File: src/rtl/truth_table_sweeper_if.sv
// Bundles the sweep control, stimulus vector and result signals.
// The sweeper takes the master side; the function under test and the host take the slave side.
interface truth_table_sweeper_if #(
   parameter int N_IN = 4
);
   logic                     start;
   logic [(1 << N_IN)-1:0]   expected;
   logic                     f_in;
   logic [N_IN-1:0]          vec_out;
   logic                     busy;
   logic                     done;
   logic                     pass;
   logic [(1 << N_IN)-1:0]   result;
   logic [N_IN:0]            err_count;

   modport master (
      input  start, expected, f_in,
      output vec_out, busy, done, pass, result, err_count
   );

   modport slave (
      output start, expected, f_in,
      input  vec_out, busy, done, pass, result, err_count
   );
endinterface

File: src/rtl/truth_table_sweeper.sv
// Sweeps all 2^N_IN input vectors, holds each DWELL cycles, samples f_in and checks it against a minterm mask.
// Each vector takes DWELL+1 cycles; start is ignored while busy. TT_STOP_ON_FAIL_EN ends the sweep at the first mismatch.
module truth_table_sweeper #(
   parameter int N_IN  = 4,
   parameter int DWELL = 2
) (
   input  logic                    clk,
   input  logic                    rst_n,
   truth_table_sweeper_if.master   bus
);

   localparam int NVEC = 1 << N_IN;
   localparam int DW   = (DWELL > 1) ? $clog2(DWELL) : 1;
   localparam logic [DW-1:0]   DWELL_LAST = DW'(DWELL - 1);
   localparam logic [N_IN-1:0] VEC_LAST   = '1;
`ifdef TT_STOP_ON_FAIL_EN
   localparam bit STOP_ON_FAIL = 1'b1;
`else
   localparam bit STOP_ON_FAIL = 1'b0;
`endif

   typedef enum logic [1:0] {
      IDLE   = 2'd0,
      APPLY  = 2'd1,
      SAMPLE = 2'd2,
      DONE   = 2'd3
   } state_t;

   state_t            state_q, state_d;
   logic [N_IN-1:0]   vec_q, vec_d;
   logic [DW-1:0]     dwell_q, dwell_d;
   logic [NVEC-1:0]   result_q, result_d;
   logic [N_IN:0]     err_q, err_d;
   logic              mismatch;

   always_ff @(posedge clk) begin
      if (!rst_n) begin
         state_q  <= IDLE;
         vec_q    <= '0;
         dwell_q  <= '0;
         result_q <= '0;
         err_q    <= '0;
      end else begin
         state_q  <= state_d;
         vec_q    <= vec_d;
         dwell_q  <= dwell_d;
         result_q <= result_d;
         err_q    <= err_d;
      end
   end

   always_comb begin
      state_d  = state_q;
      vec_d    = vec_q;
      dwell_d  = dwell_q;
      result_d = result_q;
      err_d    = err_q;
      mismatch = 1'b0;

      case (state_q)
         IDLE, DONE: begin
            if (bus.start) begin
               state_d  = APPLY;
               vec_d    = '0;
               dwell_d  = '0;
               result_d = '0;
               err_d    = '0;
            end
         end
         APPLY: begin
            if (dwell_q == DWELL_LAST) begin
               state_d = SAMPLE;
            end else begin
               dwell_d = dwell_q + 1'b1;
            end
         end
         SAMPLE: begin
            // f_in is only looked at here, so glitches while the vector settles are harmless
            result_d[vec_q] = bus.f_in;
            mismatch        = (bus.f_in != bus.expected[vec_q]);
            if (mismatch) begin
               err_d = err_q + 1'b1;
            end
            if ((vec_q == VEC_LAST) || (STOP_ON_FAIL && mismatch)) begin
               state_d = DONE;
            end else begin
               vec_d   = vec_q + 1'b1;
               dwell_d = '0;
               state_d = APPLY;
            end
         end
         default: begin
            state_d = IDLE;
         end
      endcase
   end

   assign bus.vec_out   = vec_q;
   assign bus.busy      = (state_q == APPLY) || (state_q == SAMPLE);
   assign bus.done      = (state_q == DONE);
   assign bus.pass      = (state_q == DONE) && (err_q == '0);
   assign bus.result    = result_q;
   assign bus.err_count = err_q;

endmodule

File: src/flat_wrapper.sv
// flat-port wrapper written by rule: the top's interface ports become plain ports
module truth_table_sweeper_flat 
#(
   parameter int N_IN  = 4,
   parameter int DWELL = 2
)
  (clk, rst_n, bus_start, bus_expected, bus_f_in, bus_vec_out, bus_busy, bus_done, bus_pass, bus_result, bus_err_count);
  truth_table_sweeper_if #(.N_IN(N_IN)) bus_i ();
  input  logic clk;
  input  logic rst_n;
  input wire logic [$bits(bus_i.start)-1:0] bus_start;
  input wire logic [$bits(bus_i.expected)-1:0] bus_expected;
  input wire logic [$bits(bus_i.f_in)-1:0] bus_f_in;
  output wire logic [$bits(bus_i.vec_out)-1:0] bus_vec_out;
  output wire logic [$bits(bus_i.busy)-1:0] bus_busy;
  output wire logic [$bits(bus_i.done)-1:0] bus_done;
  output wire logic [$bits(bus_i.pass)-1:0] bus_pass;
  output wire logic [$bits(bus_i.result)-1:0] bus_result;
  output wire logic [$bits(bus_i.err_count)-1:0] bus_err_count;
  assign bus_i.start = bus_start;
  assign bus_i.expected = bus_expected;
  assign bus_i.f_in = bus_f_in;
  assign bus_vec_out = bus_i.vec_out;
  assign bus_busy = bus_i.busy;
  assign bus_done = bus_i.done;
  assign bus_pass = bus_i.pass;
  assign bus_result = bus_i.result;
  assign bus_err_count = bus_i.err_count;
  truth_table_sweeper #(.N_IN(N_IN), .DWELL(DWELL)) u_core (.clk(clk), .rst_n(rst_n), .bus(bus_i));
endmodule
File: config.mk
export PLATFORM = sky130hd
export DESIGN_NAME = truth_table_sweeper_flat
export DESIGN_NICKNAME = d
export VERILOG_FILES = /design/src/rtl/truth_table_sweeper_if.sv /design/src/rtl/truth_table_sweeper.sv /design/src/flat_wrapper.sv
export SDC_FILE = /design/constraint.sdc
export NUM_CORES = 1
export LEC_CHECK = 0
export ABC_AREA = 1
export CAP_MARGIN = 30
export CORE_ASPECT_RATIO = 0.8
export CORE_UTILIZATION = 44
export DETAILED_ROUTE_END_ITERATION = 6
export PLACE_DENSITY = 0.83
export SLEW_MARGIN = 20
export SYNTH_ARGS = -nofsm -noshare
export SYNTH_HDL_FRONTEND = slang
export SYNTH_SLANG_ARGS = --single-unit
File: constraint.sdc
create_clock -name clk -period 1.5 [get_ports clk]
set_input_delay 0.3 -clock clk [delete_from_list [all_inputs] [get_ports clk]]
set_output_delay 0.3 -clock clk [all_outputs]
set_load 0.01 [all_outputs]
==> PnR_summary.wiki, run 1 <==
{| class="wikitable"
! Metric !! Value
|-
| Result of the run || complete, but fails checks
|-
| Failing checks || setup timing
|-
| CP arrival || 1.87 ns
|-
| Final cell utilization of the core || 83.3%
|-
| Vias in the first global route || 1,892
|-
| Cell family contributing the most delay on the critical path || buffers and inverters
|-
| Share of power burned in the clock network || 27.5%
|-
| Core area || 3830 µm²
|-
| Maximum Capacitance Violations || 0
|-
| Setup repair after global routing missed its margin || yes
|-
| Number of distinct library cells after synthesis || 26
|-
| Worst-case clock buffer depth || 2
|-
| Count of nets after finishing || 397
|-
| GR Util All Layers || 24.4%
|-
| Global-route wire length before repair || between 8000 and 9000 µm
|-
| Register area share after synthesis || 31.5%
|-
| Leading cell types by total area after synthesis || sky130_fd_sc_hd__dfxtp_1, sky130_fd_sc_hd__nand2_1, sky130_fd_sc_hd__nand3_1
|-
| Vias || 2,207
|-
| Post-route fraction of the period consumed by the critical path || 110%
|-
| Clock edge transition at the registers on the reported setup and hold paths || about 0.10 ns
|-
| CTS tree || yes
|-
| Required time at the endpoint of the critical path || 1.71 ns
|-
| Gate count of the mapped netlist || 277
|-
| Total number of H-tree levels || 1
|-
| Most frequent cells in the layout || sky130_fd_sc_hd__nand2_1, sky130_fd_sc_hd__inv_1, sky130_fd_sc_hd__buf_4
|-
| # diodes || 0
|-
| Post-route ant nets || 0
|-
| Count of endpoints failing setup in the final report || 25
|-
| Layout-stage area growth over the synthesis result || 79.3%
|-
| Post-placement worst setup slack || -0.276 ns
|-
| Element type at the critical path start || flip-flop
|-
| Area of the die || between 4000 and 5000 µm²
|-
| Count of flip-flops with a built-in enable after synthesis || 0
|-
| Number of warnings issued by yosys || 0
|-
| Cell area after technology mapping || 1780 µm²
|-
| Layout cell share with drive strength beyond 1 || 43.9%
|-
| Pre-Repair DR Iteration Count || 4
|-
| Delay of the slowest cell on the worst path || 0.34 ns
|-
| Root Buffer || sky130_fd_sc_hd__clkbuf_8
|-
| Sum of routed wire length over all layers || 6340 µm
|-
| Global route total overflow || 0
|-
| Effective utilization at floorplan || 46.5%
|-
| Horizontal extent of the die || 73.1 µm
|-
| Internal power contribution || around 1.5 mW
|-
| Category of the worst setup path capture point || flip-flop
|-
| Fraction of synthesized cell area taken by the top area cell type || 31.5%
|-
| Port Buf Inserts || 47
|-
| Routed via count divided by cell count || 5.23
|-
| Average size of a mapped cell || roughly 6.4 µm²
|-
| HPWL after detailed placement || 3380 µm
|-
| Hold bufs inserted after CTS || 0
|-
| Most common library cell in the layout ignoring fill and taps || sky130_fd_sc_hd__nand2_1
|-
| Net switching share of the total power || 32.7%
|-
| Die outline height || roughly 59 µm
|-
| Number of CTS-inserted buffers || 3
|-
| Comb power frac || 38.1%
|-
| Leakage || ~1.5 nW
|-
| Final estimated routing congestion in global placement || 0.853
|-
| Post-Synthesis Net Count || around 300
|-
| Transition at the pin with the smallest max-transition slack || 0.293 ns
|-
| Worst path most repeated cell || sky130_fd_sc_hd__buf_6
|-
| Power density relative to cell area || roughly 710 nW/µm²
|-
| Pin count of the biggest net entering global routing || 20
|-
| Dominant synthesized flop cell || sky130_fd_sc_hd__dfxtp_1
|-
| Routed wire per std cell || 15.0 µm
|-
| Fraction of registers with async set/reset || 0%
|-
| Clock latency on the worst-skew pair || 0.28 ns
|-
| Clock skew || about 0.011 ns
|-
| Initial DRC count || around 270
|-
| DRC viols || 0
|-
| Number of I/O pins || 48
|-
| Biggest area consumer among synthesized cells || sky130_fd_sc_hd__dfxtp_1
|-
| Site row count || 20
|-
| Combined buffer and inverter count along the critical path || 4
|-
| CP max-delay cell || sky130_fd_sc_hd__dfxtp_2
|-
| PnR Total Power || 2.27 mW
|-
| Initial antenna violation count || 0
|-
| Count of endpoints failing hold in the final timing report || 0
|-
| Top achievable clock speed || ~600 MHz
|-
| Sequential cell fraction of total power || 34.4%
|-
| Start-to-end type of the worst setup path || reg2reg
|-
| Top fanout value on the critical path || 5
|-
| Minimum clock period after layout || 1.66 ns
|-
| Total number of clock tree sinks || 28
|-
| Setup TNS Final || -2.49 ns
|-
| Final count of pins violating max slew || 0
|-
| Synthesized flop and latch total || 28
|-
| Type of the most critical hold path || reg2reg
|-
| Max IR drop VDD || around 750 µV
|-
| Worst setup slack after layout || -0.157 ns
|-
| Headroom to the max-slew limit || between 80% and 90%
|-
| Power dissipated by switching net loads || 0.740 mW
|-
| Cells traversed along the worst timing path || buf_6, ha_4, inv_4, nor2_4, nor2_4, buf_6, buf_6, nand3_1, a21oi_2
|}
## per-layer routing
layer,up-vias,routed length [µm],GRT usage [%],share of wire (%)
met5,-,0,0,0
met4,0,142,9.52,2.2
met3,16,417,4.97,6.6
met2,100,3150,42.7,50
met1,1041,2630,29.3,41
li1,1050,-,-,-
## through the flow
step | instances | instance area (µm²) | hold slack [ns]
final | 422 | 3190 | 0.478
after global routing | 422 | 3190 | 0.499
after CTS | 413 | 2730 | 0.468
after detailed placement | 402 | 2550 | 0.453
after global placement | 402 | 2550 | 0.451
after floorplan | 277 | 1800 | 0.435
## worst min-delay path, delay by kind of cell, from the launching register on
family / cells / cell delay [ns]
simple gates: 1 / 0.06
flops: 1 / 0.33
compound gates: 1 / 0.05
## registers in the layout, summed over array words and instances, names as in the netlist
register / flops
u_core.bus.result: 16
u_core.dwell_q: 1
u_core.bus.err_count: 5
u_core.bus.vec_out: 4
u_core.state_q: 2
## logic make-up (layout without fill, tap and decap cells)
group                      count (synthesis)  after routing  synth area share, %
DFF                                       28             28                 31.5
xor gates and xnor gates                   3              3                 1.48
AOI/OAI and AO/OA                         33             33                 9.49
adders and majority gates                  9              9                 6.33
and+or+nand+nor                          153            155                 39.2
buffers and inverters                     51            139                 12.0
## path summary, 6_finish.rpt
check,startpoint,endpoint,slack [ns],depth (start not counted)
setup / recovery,u_core.state_q[1],u_core.bus.err_count[3],-0.16,9
hold / removal,u_core.bus.result[14],u_core.bus.result[14],0.48,2
setup reg to reg,u_core.state_q[1],u_core.bus.err_count[3],-0.16,9
hold reg to reg,u_core.bus.result[14],u_core.bus.result[14],0.48,2
## cells in the mapped netlist, types with 3 or more instances
master / count
sky130_fd_sc_hd__nand2_1: 75
sky130_fd_sc_hd__buf_2: 4
sky130_fd_sc_hd__nand2_2: 7
sky130_fd_sc_hd__a21oi_1: 24
sky130_fd_sc_hd__o21ai_0: 7
sky130_fd_sc_hd__inv_1: 39
sky130_fd_sc_hd__ha_1: 9
sky130_fd_sc_hd__inv_2: 3
sky130_fd_sc_hd__nor2_1: 26
sky130_fd_sc_hd__nand3_1: 32
sky130_fd_sc_hd__nor2_2: 4
sky130_fd_sc_hd__dfxtp_1: 28
## final cells by class
class	count	area (µm²)
timing repair buffer	92	911
clock buffer	3	41.3
multi-input combinational	200	1380
inverter	43	181
clock inverter	1	30.0
fill	228	639
tap	55	68.8
sequential	28	576
## power groups by stage
stage	sequential (mW)	clock, mW	combinational (mW)
2_1_floorplan	0.800	0	0.289
4_1_cts	0.775	0.616	0.580
3_5_place_dp	0.791	0	0.519
6_report	0.780	0.622	0.864
5_1_grt	0.782	0.659	0.909
3_3_place_gp	0.791	0	0.508
## timing repair
| action | 4_1_cts | 5_1_grt |
|---|---|---|
| pin swaps | 6 | 40 |
| setup buffers | 6 | 9 |
| endpoints found under the setup margin | 37 | 36 |
| gates resized for setup | 51 | 112 |
| gates cloned | 1 | 2 |
No activity file was read; power rests on OpenSTA's default activity.
==> inputs of run 2 (changes only) <==
--- a/config.mk
+++ b/config.mk
@@ -8,9 +8,9 @@
 export ABC_AREA = 1
 export CAP_MARGIN = 30
 export CORE_ASPECT_RATIO = 0.8
-export CORE_UTILIZATION = 44
+export CORE_UTILIZATION = 45
 export DETAILED_ROUTE_END_ITERATION = 6
-export PLACE_DENSITY = 0.83
+export PLACE_DENSITY = 0.81
 export SLEW_MARGIN = 20
 export SYNTH_ARGS = -nofsm -noshare
 export SYNTH_HDL_FRONTEND = slang
==> constraint.sdc (replaced) <==
create_clock -name clk -period 2.1 [get_ports clk]
set_input_delay 0.42 -clock clk [delete_from_list [all_inputs] [get_ports clk]]
set_output_delay 0.42 -clock clk [all_outputs]
set_load 0.01 [all_outputs]
==> run 2 against run 1 <==
- the flow now finishes without violations
- first-iteration DRC count down 58%
- register-to-register slack better by 0.47 ns
- core utilization down 21 points
- worst hold slack worse by 0.0075 ns
- count of clock-buffer cells in the layout unchanged
- via count down 15%
- critical path depth down 5
- sequential power down 28%
- final area down 26%
- critical endpoint is now bus_busy
- largest cell class unchanged
- largest power group is now registers
==> PnR_summary.wiki, run 2 (synthesis results as in run 1) <==
{| class="wikitable"
! Metric !! Value
|-
| Total number of H-tree levels || 1
|-
| Max IR drop VDD || 351 µV
|-
| Leakage || 0.996 nW
|-
| PnR Total Power || 1.16 mW
|-
| Clock latency on the worst-skew pair || 0.27 ns
|-
| Final cell utilization of the core || 62.3%
|-
| Filler instances || 369
|-
| Finished Cell Area || about 2400 µm²
|-
| Horizontal extent of the die || between 70 and 80 µm
|-
| Power density relative to cell area || between 400 and 500 nW/µm²
|-
| Number of I/O pins || 48
|-
| Count of endpoints failing setup in the final report || 0
|-
| Clock skew || 0.00314 ns
|-
| Effective utilization at floorplan || between 40% and 50%
|-
| DRC viols || 0
|-
| Clock edge transition at the registers on the reported setup and hold paths || around 0.090 ns
|-
| Site row count || 20
|-
| CTS tree || yes
|-
| Element type at the critical path start || flip-flop
|-
| Setup TNS Final || 0 ns
|-
| Port Buf Inserts || 47
|-
| Global route total overflow || 0
|-
| Routed via count divided by cell count || 4.91
|-
| Number of flip-flops under the largest register name || 16
|-
| Initial antenna violation count || 0
|-
| Vias in the first global route || approximately 1,600
|-
| Final count of pins violating max slew || 0
|-
| Top achievable clock speed || around 550 MHz
|-
| Count of endpoints failing hold in the final timing report || 0
|-
| Die outline height || 58.2 µm
|-
| Routed wire per std cell || 11.4 µm
|-
| Pin count of the biggest net entering global routing || 20
|-
| Number of standard cells in the final layout excluding fillers || 380
|-
| Number of CTS-inserted buffers || 3
|-
| Area of the die || roughly 4200 µm²
|-
| Most common library cell in the layout ignoring fill and taps || sky130_fd_sc_hd__nand2_1
|-
| Pre-Repair DR Iteration Count || 4
|-
| Worst-case clock buffer depth || 2
|-
| HPWL after detailed placement || roughly 3200 µm
|-
| Most frequent cells in the layout || sky130_fd_sc_hd__nand2_1, sky130_fd_sc_hd__clkdlybuf4s50_1, sky130_fd_sc_hd__inv_1
|-
| Maximum Capacitance Violations || 0
|-
| Start-to-end type of the worst setup path || reg2out
|-
| Area occupied by registers || 562 µm²
|-
| Transition at the pin with the smallest max-transition slack || just under 0.4 ns
|-
| CP arrival || 1.41 ns
|-
| Post-route fraction of the period consumed by the critical path || 87.3%
|-
| Setup repair after global routing missed its margin || no
|-
| Area of placed instances || 2330 µm²
|-
| Type of the most critical hold path || reg2reg
|-
| Global-route wire length before repair || 7140 µm
|-
| Top fanout value on the critical path || 4
|-
| Result of the run || finished clean
|-
| Count of nets after finishing || approximately 360
|-
| Layout cell share with drive strength beyond 1 || a little under a tenth
|-
| Vias || 1,865
|-
| Post-Place Cells || 377
|-
| Layout-stage area growth over the synthesis result || 33.2%
|-
| Final estimated routing congestion in global placement || 0.846
|-
| Area used by multi-input combinational logic || 1000 µm²
|-
| # diodes || 0
|-
| Headroom to the max-slew limit || 73.6%
|-
| Sum of routed wire length over all layers || approximately 4300 µm
|-
| GR Util All Layers || 21.3%
|-
| Initial DRC count || 113
|-
| Required time at the endpoint of the critical path || between 1.5 and 2 ns
|-
| Category of the worst setup path capture point || output port
|-
| Root Buffer || sky130_fd_sc_hd__clkbuf_8
|-
| Total number of clock tree sinks || 28
|-
| Minimum clock period after layout || 1.83 ns
|-
| Hold bufs inserted after CTS || 0
|-
| Post-route ant nets || 0
|-
| Core area || 3800 µm²
|}
[run 2: final timing paths]
path / start / end / slack [ns] / cells past startpoint
setup reg to reg: u_core.state_q[0] / u_core.bus.err_count[0] / 0.31 / 10
hold reg to reg: u_core.bus.result[12] / u_core.bus.result[12] / 0.47 / 2
hold / removal: u_core.bus.result[12] / u_core.bus.result[12] / 0.47 / 2
setup / recovery: u_core.state_q[0] / bus_busy / 0.27 / 4
[run 2: per-layer routing]
layer	global-route usage (%)	wire, µm	vias to the layer above
li1	-	-	966
met1	30.0	2100	833
met2	34.0	1900	64
met3	5.22	302	2
met4	2.24	13	0
met5	0	0	-
[run 2: cell type report]
cell class,instances,area share (%)
Multi-Input combinational cell,198,42.4
Sequential cell,28,23.7
Timing Repair Buffer,53,22.3
Clock buffer,3,1.74
Tap cell,55,2.90
Inverter,43,6.92
[run 2: worst max-delay path, cell delays in order (launching register included)]
cell,delay (ns)
sky130_fd_sc_hd__dfxtp_2,0.36
sky130_fd_sc_hd__inv_1,0.05
sky130_fd_sc_hd__ha_1,0.34
sky130_fd_sc_hd__inv_1,0.11
sky130_fd_sc_hd__dlygate4sd2_1,0.28
[run 2: power by group]
group          internal, mW  total (mW)  switching (mW)
logic                 0.122       0.309           0.187
clock network         0.129       0.293           0.165
registers             0.545       0.559          0.0143
total                 0.796        1.16           0.366
[run 2: through the flow]
step / setup WS (ns) / hold WS (ns)
after detailed placement: 0.200 / 0.463
after global placement: 0.229 / 0.455
after CTS: 0.0134 / 0.476
final: 0.266 / 0.470
after global routing: 0.131 / 0.498
after floorplan: 0.480 / 0.475
[run 2: repair_timing]
| item | in CTS | in global routing |
|---|---|---|
| hold endpoints to repair | 0 | 0 |
| gates resized for setup | 2 | 1 |
| pin swaps | 0 | 0 |
| buffers inserted | 0 | 0 |
| setup endpoints to repair | 1 | 1 |
